### config.mk
export PLATFORM = sky130hd
export DESIGN_NAME = cpu_exec_units
export DESIGN_NICKNAME = d
export VERILOG_FILES = /design/src/rtl/cpu_exec_units.sv
export SDC_FILE = /design/constraint.sdc
export NUM_CORES = 1
export LEC_CHECK = 0
export BUFFER_PORTS_ARGS = -buffer_cell sky130_fd_sc_hd__clkbuf_2
export CORE_ASPECT_RATIO = 0.75
export CORE_MARGIN = 2
export CORE_UTILIZATION = 26
export CTS_CLUSTER_DIAMETER = 200
export DETAILED_ROUTE_END_ITERATION = 7
export GPL_ROUTABILITY_DRIVEN = 0
export SYNTH_ARGS = -nofsm -noshare
export SYNTH_HDL_FRONTEND = slang
export SYNTH_SLANG_ARGS = --single-unit
### constraint.sdc
create_clock -name clk -period 4.9 [get_ports clk]
set_clock_uncertainty 0.15 [all_clocks]
set_input_delay 0.49 -clock clk [delete_from_list [all_inputs] [get_ports clk]]
set_output_delay 0.49 -clock clk [all_outputs]
set_load 0.005 [all_outputs]
### src/rtl/cpu_exec_units.sv
// cpu_exec_units: small CPU datapath slice.
//   - combinational 8-bit ALU with carry/borrow out and an A-is-zero flag
//   - 8-bit loadable up/down counter
//   - 4-bit micro-cycle counter plus a combinational (opcode, cycle) state decoder
// All state is cleared asynchronously by the active-low reset input.
module cpu_exec_units (
    input  logic       clk,
    input  logic       reset,
    // ALU
    input  logic [7:0] alu_a,
    input  logic [7:0] alu_b,
    input  logic       alu_cin,
    input  logic [2:0] alu_mode,
    output logic [7:0] alu_out,
    output logic       alu_cout,
    output logic       alu_eq_zero,
    // counter
    input  logic       cnt_en,
    input  logic       cnt_load,
    input  logic       cnt_down,
    input  logic [7:0] cnt_in,
    output logic [7:0] cnt_out,
    // control sequencer
    input  logic [7:0] opcode,
    input  logic       reset_cycle,
    output logic [3:0] cycle,
    output logic [7:0] state
);

    typedef enum logic [4:0] {
        ST_FETCH_PC   = 5'd0,
        ST_FETCH_INST = 5'd1,
        ST_ALU_OP     = 5'd2,
        ST_MOV_FETCH  = 5'd3,
        ST_MOV_LOAD   = 5'd4,
        ST_MOV_STORE  = 5'd5,
        ST_LDI        = 5'd6,
        ST_JUMP       = 5'd7,
        ST_TMP_STORE  = 5'd8,
        ST_FETCH_SP   = 5'd9,
        ST_PC_STORE   = 5'd10,
        ST_TMP_JUMP   = 5'd11,
        ST_INC_SP     = 5'd12,
        ST_RET        = 5'd13,
        ST_OUT_A      = 5'd14,
        ST_HALT       = 5'd15,
        ST_NEXT       = 5'd16
    } state_e;

    logic [7:0] r_cnt;
    logic [3:0] r_cycle;
    logic [8:0] w_alu_res;
    logic [7:0] w_and;
    logic [7:0] w_or;
    logic [7:0] w_xor;
    logic [7:0] w_not;
    logic [3:0] w_step;
    state_e     w_state;

    // Per-bit logic operations for the ALU logic modes
    genvar gi;
    generate
        for (gi = 0; gi < 8; gi = gi + 1) begin : g_logic_bit
            assign w_and[gi] = alu_a[gi] & alu_b[gi];
            assign w_or[gi]  = alu_a[gi] | alu_b[gi];
            assign w_xor[gi] = alu_a[gi] ^ alu_b[gi];
            assign w_not[gi] = ~alu_a[gi];
        end
    endgenerate

    // ALU: 9-bit arithmetic so bit 8 is carry (add/inc) or borrow (sub/dec)
    always_comb begin
        w_alu_res = 9'd0;
        case (alu_mode)
            3'd0:    w_alu_res = {1'b0, alu_a} + {1'b0, alu_b} + {8'd0, alu_cin};
            3'd1:    w_alu_res = {1'b0, alu_a} - {1'b0, alu_b} - {8'd0, alu_cin};
            3'd2:    w_alu_res = {1'b0, alu_a} + 9'd1;
            3'd3:    w_alu_res = {1'b0, alu_a} - 9'd1;
            3'd4:    w_alu_res = {1'b0, w_and};
            3'd5:    w_alu_res = {1'b0, w_or};
            3'd6:    w_alu_res = {1'b0, w_xor};
            default: w_alu_res = {1'b0, w_not};
        endcase
    end

    assign alu_out     = w_alu_res[7:0];
    assign alu_cout    = w_alu_res[8];
    assign alu_eq_zero = (alu_a == 8'h00);

    // Counter: enable gates everything, load wins over counting
    always_ff @(posedge clk or negedge reset) begin
        if (!reset) begin
            r_cnt <= 8'h00;
        end else if (cnt_en) begin
            if (cnt_load) begin
                r_cnt <= cnt_in;
            end else if (cnt_down) begin
                r_cnt <= r_cnt - 8'd1;
            end else begin
                r_cnt <= r_cnt + 8'd1;
            end
        end
    end

    assign cnt_out = r_cnt;

    // Micro-cycle counter: free-running 0..15, restarted by reset_cycle
    always_ff @(posedge clk or negedge reset) begin
        if (!reset) begin
            r_cycle <= 4'd0;
        end else if (reset_cycle) begin
            r_cycle <= 4'd0;
        end else begin
            r_cycle <= r_cycle + 4'd1;
        end
    end

    assign cycle  = r_cycle;
    assign w_step = r_cycle - 4'd2;

    // State decode: common two-cycle fetch, then per-opcode sequence; past the
    // end of a sequence (or for unknown opcodes) the decoder sits in NEXT
    always_comb begin
        w_state = ST_NEXT;
        if (r_cycle == 4'd0) begin
            w_state = ST_FETCH_PC;
        end else if (r_cycle == 4'd1) begin
            w_state = ST_FETCH_INST;
        end else begin
            casez (opcode)
                8'b00???000: begin
                    if (w_step == 4'd0) w_state = ST_ALU_OP;
                end
                8'b01??????: begin
                    case (w_step)
                        4'd0:    w_state = ST_MOV_FETCH;
                        4'd1:    w_state = ST_MOV_LOAD;
                        4'd2:    w_state = ST_MOV_STORE;
                        default: w_state = ST_NEXT;
                    endcase
                end
                8'b10000???: begin
                    case (w_step)
                        4'd0:    w_state = ST_FETCH_PC;
                        4'd1:    w_state = ST_LDI;
                        default: w_state = ST_NEXT;
                    endcase
                end
                8'hC0, 8'hC1, 8'hC2: begin
                    case (w_step)
                        4'd0:    w_state = ST_FETCH_PC;
                        4'd1:    w_state = ST_JUMP;
                        default: w_state = ST_NEXT;
                    endcase
                end
                8'hC3: begin
                    case (w_step)
                        4'd0:    w_state = ST_FETCH_PC;
                        4'd1:    w_state = ST_TMP_STORE;
                        4'd2:    w_state = ST_FETCH_SP;
                        4'd3:    w_state = ST_PC_STORE;
                        4'd4:    w_state = ST_TMP_JUMP;
                        default: w_state = ST_NEXT;
                    endcase
                end
                8'hC4: begin
                    case (w_step)
                        4'd0:    w_state = ST_INC_SP;
                        4'd1:    w_state = ST_FETCH_SP;
                        4'd2:    w_state = ST_RET;
                        default: w_state = ST_NEXT;
                    endcase
                end
                8'hC5: begin
                    if (w_step == 4'd0) w_state = ST_OUT_A;
                end
                8'hC6: begin
                    w_state = ST_HALT;
                end
                default: begin
                    w_state = ST_NEXT;
                end
            endcase
        end
    end

    assign state = {3'b000, w_state};

endmodule

* Yosys cells after proc, flatten, opt, wreduce, memory -nomap -nowiden
Index checks and enable logic that the tools add are counted.
** Cells by class
- Add/sub/neg operators :: 10
- Equal/unequal tests :: 20
- Muxes and demuxes :: 14
- Bitwise logic cells :: 32
- Reduce and logical (&&, ||, !) cells :: 6
** Operators with widths (number)
- $pmux 9 s7 :: 1
- $eq 8x8->1 const B :: 7
- $pmux 5 s8 :: 1
- $pmux 5 s3 :: 2
- $pmux 5 s5 :: 1
- $mux 5 :: 4
- $pmux 5 s2 :: 2
- $mux 8 :: 2
- $add 8x1->9 const B :: 1
- $add 8x8->9 :: 1
- $add 9x1->9 :: 1
- $eq 3x3->1 const B :: 3
- $sub 8x1->9 const B :: 1
- $sub 8x8->9 :: 1
- $sub 9x1->9 :: 1
- $add 8x1->8 const B :: 1
- $and 1x1->1 :: 8
- $eq 4x1->1 const B :: 2
- $eq 4x2->1 const B :: 2
- $logic_not 4->1 :: 2
- $logic_not 8->1 :: 1
- $not 1->1 :: 8
- $or 1x1->1 :: 8
- $sub 8x1->8 const B :: 1
- 12 further kinds :: 20
** Storage, ports and cells
- Flip-flop bits (word level) :: 12
- Bits of input ports :: 42
- Output and inout port bits :: 30
- Logic and storage cells :: 84

* Depth between registers and ports, before layout
- Word-level depth :: 6
- Mapped depth :: 11
- Mapped depth without buffers :: 10

* Worst setup path after synthesis
No wires, ideal clock.
- Kind :: input port to output port
- Start point :: input alu_a[3]
- End point :: output alu_cout
- Data arrival time :: 2.298 ns
- Data required time :: 4.260 ns
- Setup slack :: 1.962 ns
- Stages on the path :: 8
- Path buffers :: 0
- Path through :: inv_1 ha_1 ha_1 a2111oi_2 or3_4 o21ai_1 xor2_1 o311ai_1
** Between the ends
- Word-level cells in the longest chain between the ends :: 3
- Elaborated cells on any way between the ends :: 7
- Classes of those cells :: add/sub: 6; mux: 1
** Ends and longest elaborated chain
- start: declaration :: RTL line 10 : input logic [7:0] alu_a,
- $sub 8x8->9 or $add 8x8->9 (tied branches) :: RTL line 76, 75
- $sub 9x1->9 or $add 9x1->9 (tied branches) :: RTL line 76, 75
- $pmux 9 s7 (*) :: RTL line 74 : case (alu_mode)
- end: declaration :: RTL line 15 : output logic alu_cout,
Mark *: on every way between the ends. The rest lies on a longest branch, timed or not.

* Worst setup path after layout
- Start point :: input alu_a[0]
- End point :: output alu_out[3]
** Between the ends
- Word-level cells in the longest chain between the ends :: 3
- Elaborated cells on any way between the ends :: 7
- Classes of those cells :: add/sub: 6; mux: 1
** Ends and longest elaborated chain
- $sub 8x8->9 or $add 8x8->9 (tied branches) :: RTL line 76, 75
- $sub 9x1->9 or $add 9x1->9 (tied branches) :: RTL line 76, 75
- $pmux 9 s7 (*) :: RTL line 74
- end: declaration :: RTL line 14 : output logic [7:0] alu_out,
Marked as above.

==> results.sh <==
export IMPL_status="finished, final reports clean"
export IMPL_vdd_drop_max_mv=0.305
export IMPL_final_nets=557
export IMPL_required_ns=4.26
export IMPL_die_x_um=129
export IMPL_cts_buffers=3
export IMPL_syn_area_um2=3030
export IMPL_cp_startpoint="alu_a[0]"
export IMPL_ys_top_cells_by_count="43 x ha_1, 43 x nor2_1, 37 x a21oi_1, 37 x inv_1, 28 x nand2_1"
export IMPL_powerDensity_nw_per_um2=202
export IMPL_seq_area_um2=300
export IMPL_r2r_cells=7
export IMPL_fill_cells=1244
export IMPL_grt_pass1_wl_um=14100
export IMPL_crit_path_start_kind="primary input"
export IMPL_cts_resized=0
export IMPL_r2r_end="cnt_out[7]$_DFFE_PN0P_"
export IMPL_cp_max_fo=11
export IMPL_clock_path_buffers=2
export IMPL_cts_clk_slew_worst_paths_ns=0.04
export IMPL_yosysWarnings=0
export IMPL_diodes=0
export IMPL_rows=34
export IMPL_route_antenna_remaining_nets=0
export IMPL_tightest_slew_ns=0.590
export IMPL_rrSetupSlack_ns=2.90
export IMPL_final_util_pct=30.7
export IMPL_cp_end_kind="output port"
export IMPL_timing_fmax_mhz=289
export IMPL_drive_gt1_share_pct=18.2
export IMPL_die_y_um=97.5
export IMPL_synth_ff_type="dfrtp_1"
export IMPL_cts_tree="built"
export IMPL_grt_ovfl_total=0
export IMPL_area_delta_synth_final_pct=16.5
export IMPL_route_detailed_drc=0
export IMPL_viasPerCell=5.20
export IMPL_grt_max_degree=27
export IMPL_grt_pass1_vias=2946
export IMPL_drt_total_wl_um=8460
export IMPL_yosysTopAreaCell="ha_1"
export IMPL_ios=72
export IMPL_synth_top_area_share_pct=17.8
export IMPL_leakage_nw=1.60
export IMPL_dpl_cell_area_um2=3430
export IMPL_crit_path_end="alu_out[3]"
export IMPL_cts_max_level=1
export IMPL_postSynthCellCount=411
export IMPL_seq_area_frac_synth_pct=9.91
export IMPL_synth_seq_cells=12
export IMPL_syn_avg_cell_area_um2=7.37
export IMPL_setup_tns_ns=0
export IMPL_synth_area_leaders="ha_1 18%, dfrtp_1 9.9%, a21oi_1 6.1%, nor2_1 5.3%, inv_1 4.6%"
export IMPL_drt_pass1_iterations=5
export IMPL_maxSlewViolCount=0
export IMPL_synthArstFlopShare_pct=100
export IMPL_hold_class="primary input to flop"
export IMPL_hold_worst_slack_ns=0.310
export IMPL_period_share_pct=70.6
export IMPL_dp_hpwl_um=6860
export IMPL_coreArea_um2=11500
export IMPL_clock_root_buffer="clkbuf_16"
export IMPL_antenna_found_initial=0
export IMPL_die_area_um2=12500
export IMPL_crit_type="primary input to output port"
export IMPL_max_cap_violations=0
export IMPL_vias=3175
export IMPL_port_buffers=68
export IMPL_setup_slack_ns=1.44
export IMPL_place_ws_ns=1.45
export IMPL_rsz0062_at_grt="false"
export IMPL_timing_rr_start="cnt_out[4]$_DFFE_PN0P_"
export IMPL_synth_enable_flop_cells=0
export IMPL_drtIter0Drc=187
export IMPL_setup_viol=0
export IMPL_synth_cell_type_count=68
export IMPL_worstSkewPairLatency_ns=0.24
export IMPL_cts_num_sinks=12
export IMPL_multi_input_area_um2=2450
export IMPL_wl_per_cell_um=13.9
export IMPL_hold_viol_final=0
export IMPL_grt_usage_pct=13.3
export IMPL_crit_arrival_ns=2.82
export IMPL_fin_area_um2=3530
export IMPL_slew_headroom_pct=60.7
export IMPL_start_util_pct=26.4
export IMPL_fin_crit_ns=3.46
==> layer usage <==
layer / vias to the layer above / wire length [um] / global-route usage [%]
met3: 7 / 539 / 1.60
met5: - / 0 / 0
met1: 1492 / 4120 / 19.8
met4: 0 / 69 / 1.67
met2: 112 / 3740 / 21.1
li1: 1564 / - / -
==> cell type report <==
class	instances	area share, %
tap	144	5.10
inverter	40	4.64
timing repair buffer	69	9.92
multi-input combinational	341	69.3
clock buffer	4	2.52
sequential	12	8.50
==> per-stage QoR <==
stage,instances,total power (W)
finish,610,0.000714
global route,610,0.000775
CTS,610,0.000715
detailed placement,605,0.000544
global placement,605,0.000534
floorplan,413,0.000425
==> power by group <==
group          leakage, nW  internal [W]  switching, W  total, W
clock               0.0442      0.000123     0.0000426  0.000166
sequential           0.146      0.000117     0.0000206  0.000138
combinational         1.41      0.000181      0.000230  0.000410
total                 1.60      0.000421      0.000293  0.000714
==> registers in the layout, summed over array words and instances (netlist names) <==
register / count
cnt_out: 8
cycle: 4
==> how the worst min path moves through the flow <==
stage          slack, ns                endpoint  cells past startpoint        start
2_1_floorplan       0.04  cnt_out[0]$_DFFE_PN0P_                      0        reset
3_3_place_gp        0.24  cnt_out[2]$_DFFE_PN0P_                      1        reset
3_5_place_dp        0.24      cycle[3]$_DFF_PN0_                      1        reset
4_1_cts             0.30      cycle[0]$_DFF_PN0_                      2  reset_cycle
5_1_grt             0.32      cycle[2]$_DFF_PN0_                      2  reset_cycle
6_report            0.31      cycle[0]$_DFF_PN0_                      2  reset_cycle
==> cell usage in the layout, fill, tap and decap left out, types with 12 or more instances in the layout <==
cell type and n:
clkbuf_2 68, nor2_1 43, ha_1 43, inv_1 37
a21oi_1 37, nand2_1 28, o21ai_0 17, nand3_1 15
xnor2_1 15, nor3_1 12, dfrtp_1 12
==> cells by family after synthesis <==
group / count (synthesis) / share of synthesized area, %
buf+inv: 60 / 9.58
fa+ha+maj: 48 / 21.1
compound gates: 111 / 23.9
flops: 12 / 9.91
mux: 9 / 3.43
simple gates: 146 / 25.1
xor+xnor: 24 / 6.94
other cells: 1 / 0.124
==> timing repair <==
| action | CTS | global route |
|---|---|---|
| endpoints found under the setup margin | 0 | 0 |
| endpoints found under the hold margin | 12 | 0 |
| hold buffers | 1 | 0 |
| buffers inserted | 0 | 0 |
==> critical path: stages <==
cell,delay (ns)
clkbuf_2,0.21
fa_1,0.63
inv_1,0.05
ha_1,0.18
o21ai_1,0.21
nand2_1,0.10
xor2_1,0.15
a221oi_1,0.37
o21bai_1,0.16
a22oi_1,0.12
clkbuf_2,0.16
No activity file was read; power rests on OpenSTA's default activity.
